### config.mk
export PLATFORM = sky130hd
export DESIGN_NAME = apb_slave_mem
export DESIGN_NICKNAME = d
export VERILOG_FILES = /design/src/rtl/apb_slave_pkg.sv /design/src/rtl/apb_slave_regfile.sv /design/src/rtl/apb_slave_mem.sv
export SDC_FILE = /design/constraint.sdc
export NUM_CORES = 1
export LEC_CHECK = 0
export CORE_MARGIN = 2
export CORE_UTILIZATION = 52
export DETAILED_ROUTE_END_ITERATION = 7
export PLACE_DENSITY_LB_ADDON = 0.2
export RECOVER_POWER = 25
export SETUP_SLACK_MARGIN = 0.2
export SLEW_MARGIN = 20
export SYNTH_ARGS = -nofsm -noshare
export SYNTH_HDL_FRONTEND = slang
export SYNTH_SLANG_ARGS = --single-unit
### constraint.sdc
create_clock -name PCLK -period 8.7 [get_ports PCLK]
set_input_delay 0.87 -clock PCLK [delete_from_list [all_inputs] [get_ports PCLK]]
set_output_delay 0.87 -clock PCLK [all_outputs]
set_load 0.01 [all_outputs]
### src/rtl/apb_slave_pkg.sv
// Shared types and default widths for the APB completer memory block.
package apb_slave_pkg;

    localparam int unsigned APB_ADDR_W = 8;
    localparam int unsigned APB_DATA_W = 8;

    typedef enum logic [1:0] {IDLE, SETUP, ACCESS} apb_state_e;

    typedef struct packed {
        logic [APB_ADDR_W-1:0] addr;
        logic [APB_DATA_W-1:0] data;
        logic                  write;
    } apb_req_t;

endpackage

### src/rtl/apb_slave_regfile.sv
// Byte-wide storage for apb_slave_mem: synchronous write, combinational read, no reset.
module apb_slave_regfile #(
    parameter int unsigned DATA_W = 8,
    parameter int unsigned DEPTH  = 64,
    parameter int unsigned IDX_W  = 6
) (
    input  logic              clk,
    input  logic              we,
    input  logic [IDX_W-1:0]  waddr,
    input  logic [DATA_W-1:0] wdata,
    input  logic [IDX_W-1:0]  raddr,
    output logic [DATA_W-1:0] rdata
);

    logic [DATA_W-1:0] mem [DEPTH];

    always_ff @(posedge clk) begin
        if (we) begin
            mem[waddr] <= wdata;
        end
    end

    assign rdata = mem[raddr];

endmodule

### src/rtl/apb_slave_mem.sv
// APB3 completer backed by a register memory with programmable wait states.
// Optional read-only top region enabled by `define APB_SLV_RO_REGION_EN (adds RO_BASE).
module apb_slave_mem
    import apb_slave_pkg::*;
#(
    parameter int unsigned ADDR_W      = APB_ADDR_W,
    parameter int unsigned DATA_W      = APB_DATA_W,
    parameter int unsigned MEM_DEPTH   = 64,
`ifdef APB_SLV_RO_REGION_EN
    parameter int unsigned WAIT_CYCLES = 0,
    parameter int unsigned RO_BASE     = MEM_DEPTH - 8
`else
    parameter int unsigned WAIT_CYCLES = 0
`endif
) (
    input  logic              PCLK,
    input  logic              PRESETn,
    input  logic              PSEL,
    input  logic              PENABLE,
    input  logic              PWRITE,
    input  logic [ADDR_W-1:0] PADDR,
    input  logic [DATA_W-1:0] PWDATA,
    output logic              PREADY,
    output logic [DATA_W-1:0] PRDATA,
    output logic              PSLVERR
);

    localparam int unsigned IDX_W = (MEM_DEPTH > 1) ? $clog2(MEM_DEPTH) : 1;

    apb_state_e        state_q;
    apb_req_t          req_q;
    logic              err_q;
    logic [3:0]        cnt_q;
    logic              pready_q;
    logic              pslverr_q;
    logic [DATA_W-1:0] prdata_q;

    logic              setup_now;
    logic              done;
    logic              capture;
    logic              wr_en;
    logic              ro_hit;
    logic              new_err;
    logic [ADDR_W-1:0] rd_addr;
    logic [DATA_W-1:0] mem_rdata;
    logic [DATA_W-1:0] rd_val;

    assign setup_now = PSEL & ~PENABLE;
    assign done      = (state_q != IDLE) & pready_q;
    assign capture   = setup_now & ((state_q == IDLE) | done);
    assign wr_en     = done & ~pslverr_q & req_q.write & PRESETn;

`ifdef APB_SLV_RO_REGION_EN
    assign ro_hit = PWRITE & (32'(PADDR) >= RO_BASE);
`else
    assign ro_hit = 1'b0;
`endif
    assign new_err = (32'(PADDR) >= MEM_DEPTH) | ro_hit;

    // A request captured in the same cycle a write commits must see the new data.
    assign rd_addr = capture ? PADDR : req_q.addr;
    assign rd_val  = (wr_en && (req_q.addr == rd_addr)) ? req_q.data : mem_rdata;

    apb_slave_regfile #(
        .DATA_W (DATA_W),
        .DEPTH  (MEM_DEPTH),
        .IDX_W  (IDX_W)
    ) u_regfile (
        .clk    (PCLK),
        .we     (wr_en),
        .waddr  (req_q.addr[IDX_W-1:0]),
        .wdata  (req_q.data),
        .raddr  (rd_addr[IDX_W-1:0]),
        .rdata  (mem_rdata)
    );

    // PREADY is registered, so the request is latched at the end of the bus SETUP
    // cycle; state SETUP then covers the first ACCESS cycle, ACCESS the later ones.
    always_ff @(posedge PCLK) begin
        if (!PRESETn) begin
            state_q   <= IDLE;
            req_q     <= '0;
            err_q     <= 1'b0;
            cnt_q     <= '0;
            pready_q  <= 1'b0;
            pslverr_q <= 1'b0;
            prdata_q  <= '0;
        end else begin
            pready_q  <= 1'b0;
            pslverr_q <= 1'b0;
            prdata_q  <= '0;
            if (capture) begin
                req_q   <= '{addr: PADDR, data: PWDATA, write: PWRITE};
                err_q   <= new_err;
                cnt_q   <= 4'(WAIT_CYCLES);
                state_q <= SETUP;
                if (WAIT_CYCLES == 0) begin
                    pready_q  <= 1'b1;
                    pslverr_q <= new_err;
                    prdata_q  <= (!PWRITE && !new_err) ? rd_val : '0;
                end
            end else begin
                case (state_q)
                    IDLE: begin
                        if (PSEL && PENABLE) begin
                            state_q     <= ACCESS;
                            err_q       <= 1'b1;
                            cnt_q       <= '0;
                            req_q.write <= 1'b0;
                            pready_q    <= 1'b1;
                            pslverr_q   <= 1'b1;
                        end
                    end
                    SETUP, ACCESS: begin
                        if (done || !(PSEL && PENABLE)) begin
                            state_q <= IDLE;
                        end else begin
                            state_q <= ACCESS;
                            cnt_q   <= cnt_q - 4'd1;
                            if (cnt_q == 4'd1) begin
                                pready_q  <= 1'b1;
                                pslverr_q <= err_q;
                                prdata_q  <= (!req_q.write && !err_q) ? rd_val : '0;
                            end
                        end
                    end
                    default: state_q <= IDLE;
                endcase
            end
        end
    end

    assign PREADY  = pready_q;
    assign PSLVERR = pslverr_q;
    assign PRDATA  = prdata_q;

endmodule
==> reports/metrics.sh, run 1 <==
WHS_PS=471.7
MIN_PERIOD_OVER_PERIOD_PCT=55.18
DRC_ERRORS=0
SETUP.WORST_PATH.START='PENABLE'
ROUTED-VIA-COUNT=12700
RRSETUPSLACK_PS=4070
SKEW_PS=19.65
LAYOUT.AREA.SEQ_SQ_UM=16060
PLACEMENT_ROWS=75
SYNTHFLOPTYPE='sky130_fd_sc_hd__edfxtp_1'
DRV_CAP=6
DRV_SLEW=402
CTSLONGESTPATHBUFFERS=3
POST_CTS_HOLD_BUFFER_COUNT=0
CTS-ROOT-BUF='sky130_fd_sc_hd__clkbuf_16'
VDD.IR_DROP.WORST_uV=161.7
PORT_BUFS=30
SYNTH_TOP_AREA_SHARE_PCT=69.66
DETAIL_ROUTE.ITER0.VIOLATIONS=1611
SYNTH-EDFF-COUNT=512
DRIVE_ABOVE_1_SHARE_PCT=12.66
SYNTH.FF_LATCH_COUNT=546
HTREEDEPTH=2
IO-PIN-COUNT=31
YS.WARNINGS.COUNT=0
DIE_W_UM=210.0
REPORT.FINAL.HOLD_VIOL_COUNT=0
CTS.SINKS=546
INSERTION_DELAY_PS=620
WORST_HOLD_PATH_TYPE='reg2reg'
CRIT_PATH_START_KIND='input pin'
YOSYS.CELL_COUNT.TOP_TYPE='sky130_fd_sc_hd__edfxtp_1'
SYN_STD_CELL_AREA_SQ_UM=22070
NUMBER_OF_INSTANCES_RESIZED_DURING_POST_CTS_REPAIR=0
CORE_FOOTPRINT_SQ_UM=41950
TIMING.SETUP.TNS_PS=0
AREA_GROWTH_FROM_SYNTHESIS_TO_LAYOUT_PCT=10.83
FAILING_CHECKS='capacitance limit, slew limit'
MULTIINPUTGATEAREA_SQ_UM=5573
TOTALPOWERFINAL_mW=5.591
POSTSYNTHCELLCOUNT=1397
SYNTHESIS.NETS=1422
GRT_SETUP_UNREPAIRED='no'
INITIAL_ANTENNA_VIOLATION_COUNT=0
CTS.REPAIR_TIMING.SETUP_BUFFER_COUNT=0
CRITICAL_PATH.ENDPOINT_TYPE='flip-flop'
POST_SYNTH_ARST_SHARE_PCT=0
DIE_HEIGHT_UM=210.0
SYNTH_AREA_PER_CELL_SQ_UM=15.80
RATIO_OF_ROUTED_VIAS_TO_STANDARD_CELLS=6.348
GRT_PASS1_WL_UM=81530
TIGHTEST_SLEW_PS=3070
SYNTH-SEQ-AREA-SHARE_PCT=72.75
ROUTED_WL_UM=54610
PLEAK_nW=7.581
DP_HPWL_UM=31970
WORST_R2R_STARTPOINT='state_q[0]'
SYNTH_AREA_LEADERS='sky130_fd_sc_hd__edfxtp_1 (70%), sky130_fd_sc_hd__mux4_2 (6.1%), sky130_fd_sc_hd__nand2_1 (3.4%)'
POST-ROUTE-WORST-SETUP-SLACK_PS=3900
TIMING.HOLD.WORST.START='req_q[15]'
SETUP.WORST_PATH.CLASS='in2reg'
DIE_AREA_SQ_UM=44110
NUM-FILL-CELLS=3152
ANTENNA_LEFT=0
GRT.TOTAL_USAGE_PCT=25.26
LARGEST_NET_DEGREE_AT_THE_START_OF_GLOBAL_ROUTING=95
SYNTH_AREA_LEADER='sky130_fd_sc_hd__edfxtp_1'
FMAX_GHz=0.2083
FINAL_SETUP_VIO_COUNT=0
TIMING.SLEW.HEADROOM_PCT=-104.7
PLACE.GP.CONGESTION=0.8647
FINAL_NET_COUNT=1445
WORST_PATH_MAXIMUM_FANOUT=72
INSERTEDDIODECOUNT=0
LAYOUT_MIN_CYCLE_TIME_PS=4800
CLK_TRANSITION_REPORTED_PATHS_PS=60
TOTAL_PLACED_INSTANCE_AREA_SQ_UM=22790
INITIAL_UTILIZATION_PCT=52.61
STATUS='complete, but fails checks'
SYNTH.DISTINCT_CELLS=63
YOSYS-TOP-CELLS-COUNT='sky130_fd_sc_hd__edfxtp_1 (512), sky130_fd_sc_hd__nand2_1 (202), sky130_fd_sc_hd__nor2_1 (86), sky130_fd_sc_hd__mux4_2 (60), sky130_fd_sc_hd__and3_1 (45)'
TIMING.CRITICAL_PATH.ARRIVAL_PS=5270
PRE_CTS_SLACK_PS=3366
DETAIL_ROUTE.FIRST_PASS.ITERATIONS=6
POWER.DENSITY_nW_PER_UM2=228.6
REQUIRED_PS=9170
CTS-BUFFERS-INSERTED=54
ROUTED_WIRE_LENGTH_PER_INSTANCE_UM=27.31
GRT_PASS1_VIAS=12640
TRITONCTS_CLOCK_TREE='yes'
GRT_OVF=0
FINAL_CELL_AREA_SQ_UM=24460
-- through the flow --
stage,cells,utilization (%)
after floorplan,1397,-
after global routing,2000,58.31
after CTS,2000,58.36
after detailed placement,1903,54.33
final,2000,58.31
after global placement,1903,54.33
-- layer usage --
| layer | track usage, % | up-vias | routed length (um) |
|---|---|---|---|
| li1 | - | 5527 | - |
| met1 | 36.12 | 6455 | 22710 |
| met2 | 39.12 | 602 | 25380 |
| met3 | 4.648 | 111 | 4657 |
| met4 | 9.685 | 0 | 1867 |
| met5 | 0 | - | 0 |
-- power by group --
part | internal (mW) | switching, mW
logic | 0.151 | 0.291
registers | 2.88 | 0.0152
clock network | 1.28 | 0.970
-- kinds of logic (layout without fill, tap and decap cells) --
logic type / after synthesis / after routing / share of synthesized area [%]
AOI/OAI and AO/OA: 197 / 197 / 6.548
xor gates and xnor gates: 10 / 10 / 0.3968
adders and majority gates: 4 / 4 / 0.2268
buffers and inverters: 91 / 155 / 2.160
DFF: 546 / 546 / 72.75
muxes: 114 / 114 / 8.782
and+or+nand+nor: 435 / 435 / 9.139
-- cell usage in the layout, fill, tap and decap left out, types with 8 or more instances in the layout --
master / netlist / final
sky130_fd_sc_hd__nor2_1: 86 / 85
sky130_fd_sc_hd__inv_1: 9 / 9
sky130_fd_sc_hd__a31oi_1: 16 / 16
sky130_fd_sc_hd__buf_4: 10 / 14
sky130_fd_sc_hd__nand4_1: 8 / 8
sky130_fd_sc_hd__and3_1: 45 / 45
sky130_fd_sc_hd__mux4_2: 60 / 60
sky130_fd_sc_hd__clkbuf_16: 0 / 54
sky130_fd_sc_hd__edfxtp_1: 512 / 512
sky130_fd_sc_hd__mux2i_1: 43 / 43
sky130_fd_sc_hd__clkbuf_1: 25 / 19
sky130_fd_sc_hd__mux2_2: 8 / 8
sky130_fd_sc_hd__dfxtp_1: 34 / 28
sky130_fd_sc_hd__nand2_1: 202 / 201
sky130_fd_sc_hd__nand2b_1: 8 / 8
sky130_fd_sc_hd__a311oi_1: 18 / 18
sky130_fd_sc_hd__nor4_1: 16 / 16
sky130_fd_sc_hd__nand3_1: 32 / 32
sky130_fd_sc_hd__xnor2_1: 10 / 10
sky130_fd_sc_hd__clkdlybuf4s50_1: 0 / 30
sky130_fd_sc_hd__a21oi_1: 41 / 41
sky130_fd_sc_hd__clkinv_2: 0 / 10
sky130_fd_sc_hd__or3_1: 8 / 8
sky130_fd_sc_hd__a211oi_1: 43 / 43
sky130_fd_sc_hd__o21ai_0: 13 / 13
sky130_fd_sc_hd__a311o_1: 14 / 14
-- registers in the layout, indices dropped and copies added (netlist names) --
signal / count
PRDATA: 8
PREADY: 1
PSLVERR: 1
cnt_q: 4
err_q: 1
req_q: 17
state_q: 2
u_regfile.mem: 512
-- path summary, 6_finish.rpt --
| check | cells past startpoint | to |
|---|---|---|
| hold reg to reg | 2 | req_q[15] |
| setup / recovery | 10 | PRDATA[3] |
| hold / removal | 2 | req_q[15] |
| setup reg to reg | 11 | PRDATA[3] |
-- final cells by class --
class	count	area share (%)
Clock inverter	23	0.8389
Sequential cell	546	65.67
Inverter	9	0.1381
Tap cell	539	2.757
Timing Repair Buffer	49	1.734
Clock buffer	74	6.077
Multi-Input combinational cell	760	22.78
-- critical path, cell delays in order --
cell and delay (ps):
sky130_fd_sc_hd__clkdlybuf4s50_1 510, sky130_fd_sc_hd__and2b_4 430, sky130_fd_sc_hd__nand3_4 450, sky130_fd_sc_hd__nand2_4 940, sky130_fd_sc_hd__buf_4 740, sky130_fd_sc_hd__mux2i_1 300, sky130_fd_sc_hd__mux4_2 270, sky130_fd_sc_hd__nand2_1 60
sky130_fd_sc_hd__a21oi_1 540, sky130_fd_sc_hd__nor4_1 110
Power figures use the tool's default switching activity.
==> inputs of run 2 (changes only) <==
==> constraint.sdc (replaced) <==
create_clock -name PCLK -period 4.3 [get_ports PCLK]
set_input_delay 0.43 -clock PCLK [delete_from_list [all_inputs] [get_ports PCLK]]
set_output_delay 0.43 -clock PCLK [all_outputs]
set_load 0.01 [all_outputs]
==> run 2 against run 1 <==
  * The run still ends with capacitance limit, slew limit left
  * Wire length grew 3.5%
  * Combinational power up 110%
  * Design area increased by 3.1%
  * Worst hold slack worse by 72 ps
  * Global-route usage up 0.59 points
  * Sequential power up 100%
  * Sequential share of layout area shrank 2.0 points
  * Total power rose by 110%
  * First-iteration DRC count increased by 12%
  * Critical path type is now reg2reg
  * Highest routed layer unchanged
==> reports/metrics.sh, run 2 (same netlist as run 1, synthesis figures left out) <==
STATUS='complete, but fails checks'
FAILING_CHECKS='capacitance limit, slew limit'
DP_HPWL_UM=35300  # +10%
ROUTE.MET2.WL_UM=26220  # +3.3%
DETAILED_ROUTED_WIRE_LENGTH_ON_MET3_UM=5105  # +9.6%
PLACED_CELLS=1985  # +4.3%
PATH_DELAY_FAMILY='simple AND/OR/NAND/NOR gates'
LARGEST_REGISTER='u_regfile.mem'
RRSETUPSLACK_PS=630  # -3440 ps
HTREEDEPTH=2  # unchanged
INSERTEDDIODECOUNT=0  # unchanged
POST_CTS_HOLD_BUFFER_COUNT=0  # unchanged
FINAL_CELL_AREA_SQ_UM=25220  # +3.1%
TIMING.CRITICAL_PATH.CELLS='inv_1 -> ha_1 -> nor2_2 -> o21ai_1 -> nand2_4 -> buf_4 -> mux4_2 -> mux2i_1 -> o22ai_1 -> nor4_1 -> buf_4 -> nor4_1'
DRV_CAP=3  # -3
CRITICAL_PATH.MAX_STAGE_DELAY_PS=420  # -520 ps
WORSTSETUPPATHDEPTH=12  # +2
LAYOUT.CELLS.MOST_COMMON_LIST='sky130_fd_sc_hd__edfxtp_1 (512), sky130_fd_sc_hd__nand2_1 (201), sky130_fd_sc_hd__buf_4 (92)'
CLK_TRANSITION_REPORTED_PATHS_PS=60  # about the same
PLEAK_nW=8.059  # +6.3%
PLACE.GP.CONGESTION=0.9686  # +12%
INSERTION_DELAY_PS=600  # -20 ps
GRT.TOTAL_USAGE_PCT=25.85  # +0.59 points
POWER_SPENT_CHARGING_AND_DISCHARGING_NETS_mW=2.569  # +100%
PORT_BUFS=30  # unchanged
LAYOUT.CELLS.MOST_COMMON='sky130_fd_sc_hd__edfxtp_1'
CRIT_SLOWEST_CELL='sky130_fd_sc_hd__nor2_2'
NUMBER_OF_INSTANCES_RESIZED_DURING_POST_CTS_REPAIR=0  # unchanged
POST_LAYOUT_NONFILLER_INSTANCES=2083  # +4.2%
DRC_ERRORS=0  # unchanged
SHARE_CLK_OF_TOTAL_POWER_PCT=40.8  # +0.5 points
LARGEST_REGISTER_FF_COUNT=512  # unchanged
TOP_SIGNAL_LAYER_USED='met4'
SHARE_SEQ_OF_TOTAL_POWER_PCT=51.1  # -0.7 points
GRT_PASS1_WL_UM=82960  # +1.8%
FINAL_SETUP_VIO_COUNT=0  # unchanged
FINAL_CORE_UTILIZATION_PCT=60.12  # +1.8 points
DETAIL_ROUTE.FIRST_PASS.ITERATIONS=5  # -1
ROUTED_WL_UM=56550  # +3.5%
POWER.DENSITY_nW_PER_UM2=455.9  # +99%
DRV_SLEW=157  # -61%
DIE_W_UM=210.0  # unchanged
LARGEST_NET_DEGREE_AT_THE_START_OF_GLOBAL_ROUTING=67  # -29%
DETAIL_ROUTE.ITER0.VIOLATIONS=1802  # +12%
NUM-FILL-CELLS=3107  # -1.4%
AREA_GROWTH_FROM_SYNTHESIS_TO_LAYOUT_PCT=14.26
CRITICAL_PATH.ENDPOINT_TYPE='flip-flop'
TIGHTEST_SLEW_PS=2975  # -95.27 ps
SETUP.WORST_PATH.CLASS='reg2reg'
WHS_PS=400.0  # -71.64 ps
TRITONCTS_CLOCK_TREE='yes'
CTS-BUFFERS-INSERTED=54  # unchanged
SKEW_PS=26.62  # +6.975 ps
VDD.IR_DROP.WORST_uV=299.6  # +85%
INTERNAL_POWER_mW=8.928  # +110%
DIE_AREA_SQ_UM=44110  # unchanged
INITIAL_ANTENNA_VIOLATION_COUNT=0  # unchanged
GRT_OVF=0  # unchanged
SETUP.WORST_PATH.START='state_q[0]'
TIMING.SLEW.HEADROOM_PCT=-98.32  # +6.4 points
IO-PIN-COUNT=31  # unchanged
INITIAL_UTILIZATION_PCT=52.61  # unchanged
FINAL_NET_COUNT=1527  # +5.7%
TIMING.SETUP.TNS_PS=0  # unchanged
ANTENNA_LEFT=0  # unchanged
FMAX_GHz=0.2723
CORE_FOOTPRINT_SQ_UM=41950  # unchanged
CRITPATHBUFINV=3  # +1
TIMING.CRITICAL_PATH.ARRIVAL_PS=4150  # -1120 ps
RATIO_OF_ROUTED_VIAS_TO_STANDARD_CELLS=6.312  # -0.57%
HOLD_DEPTH=3  # +1
DRIVE_ABOVE_1_SHARE_PCT=16.84  # +4.2 points
M1WIRELENGTH_UM=23470  # +3.3%
COMB_POWER_SHARE_PCT=8.0  # about the same
CTS.REPAIR_TIMING.SETUP_BUFFER_COUNT=0  # unchanged
WORST_PATH_MAXIMUM_FANOUT=19  # -74%
GRT_PASS1_VIAS=12770  # +0.96%
ROUTED_WIRE_LENGTH_PER_INSTANCE_UM=27.15  # -0.58%
SW_FRAC_OF_TOTAL_PCT=22.35  # -0.47 points
DIE_HEIGHT_UM=210.0  # unchanged
TOTAL_PLACED_INSTANCE_AREA_SQ_UM=23490  # +3.1%
R2R_CELLS=12  # +1
CTS.SINKS=546  # unchanged
WORST_HOLD_PATH_TYPE='in2reg'
REQUIRED_PS=4780  # -4390 ps
CTSLONGESTPATHBUFFERS=3  # unchanged
WORST_R2R_ENDPOINT='PRDATA[4]'
CRIT_END='PRDATA[4]'
WORST_R2R_STARTPOINT='state_q[0]'
CRIT_PATH_START_KIND='flip-flop'
MIN_PERIOD_OVER_PERIOD_PCT=85.41
CTS-ROOT-BUF='sky130_fd_sc_hd__clkbuf_16'
GRT_SETUP_UNREPAIRED='no'
PLACEMENT_ROWS=75  # unchanged
REPORT.FINAL.HOLD_VIOL_COUNT=0  # unchanged
LAYOUT_MIN_CYCLE_TIME_PS=3673
ROUTED-VIA-COUNT=13150  # +3.6%
==> run 2: cell count changes in the layout (fill, tap and decap cells not counted), sizes merged <==
cell and change:
buf +85, clkbuf -7, bufinv +4, clkinv +1, clkinvlp +1, inv -1
==> run 2: layout make-up <==
type	count	area, sq um	area share, %
clock buffers	70	1433	5.681
clock inverters	28	309.0	1.226
inverters	9	33.78	0.1340
multi-input cells	760	5573	22.10
flip-flops and latches	546	16060	63.67
well taps	539	674.4	2.674
repair buffers	131	1139	4.515
==> run 2: worst min path at each step <==
stage	startpoint	end	slack, ps
2_1_floorplan	req_q[15]	req_q[15]	450
3_3_place_gp	req_q[15]	req_q[15]	460
3_5_place_dp	req_q[15]	req_q[15]	470
4_1_cts	PWDATA[1]	req_q[2]	380
5_1_grt	PWDATA[1]	req_q[2]	400
6_report	PWDATA[1]	req_q[2]	400
==> run 2: tightest hold or removal path, stage by stage <==
cell and delay [ps]:
sky130_fd_sc_hd__clkdlybuf4s50_1 400, sky130_fd_sc_hd__nand2_1 70, sky130_fd_sc_hd__a21oi_1 50
==> run 2: routing by layer <==
metal | vias up | track usage (%)
met2 | 635 | 40.07
li1 | 5696 | -
met1 | 6706 | 37.18
met3 | 110 | 5.110
met5 | - | 0
met4 | 0 | 8.780
==> run 2: power groups by stage <==
stage | sequential, mW | combinational [mW] | clock [mW]
2_1_floorplan | 5.99 | 0.588 | 0
3_5_place_dp | 5.99 | 0.911 | 0
4_1_cts | 5.88 | 0.919 | 4.74
6_report | 5.88 | 0.925 | 4.69
5_1_grt | 5.88 | 0.985 | 4.95
3_3_place_gp | 5.99 | 0.903 | 0
==> run 2: through the flow <==
stage | setup slack [ps] | total power [mW]
3_5_place_dp | 372.2 | 6.901
6_report | 627.3 | 11.50
5_1_grt | 414.8 | 11.81
2_1_floorplan | 1541 | 6.573
4_1_cts | 713.9 | 11.54
3_3_place_gp | 407.3 | 6.891
==> inputs of run 3 (changes only) <==
--- a/config.mk
+++ b/config.mk
@@ -8,9 +8,11 @@
 export CORE_MARGIN = 2
 export CORE_UTILIZATION = 52
 export DETAILED_ROUTE_END_ITERATION = 7
+export GPL_ROUTABILITY_DRIVEN = 0
 export PLACE_DENSITY_LB_ADDON = 0.2
 export RECOVER_POWER = 25
 export SETUP_SLACK_MARGIN = 0.2
+export SKIP_LAST_GASP = 1
 export SLEW_MARGIN = 20
 export SYNTH_ARGS = -nofsm -noshare
 export SYNTH_HDL_FRONTEND = slang
==> results of run 3 <==
Same layout as run 2: the final DEF is identical, and so are final timing and power.
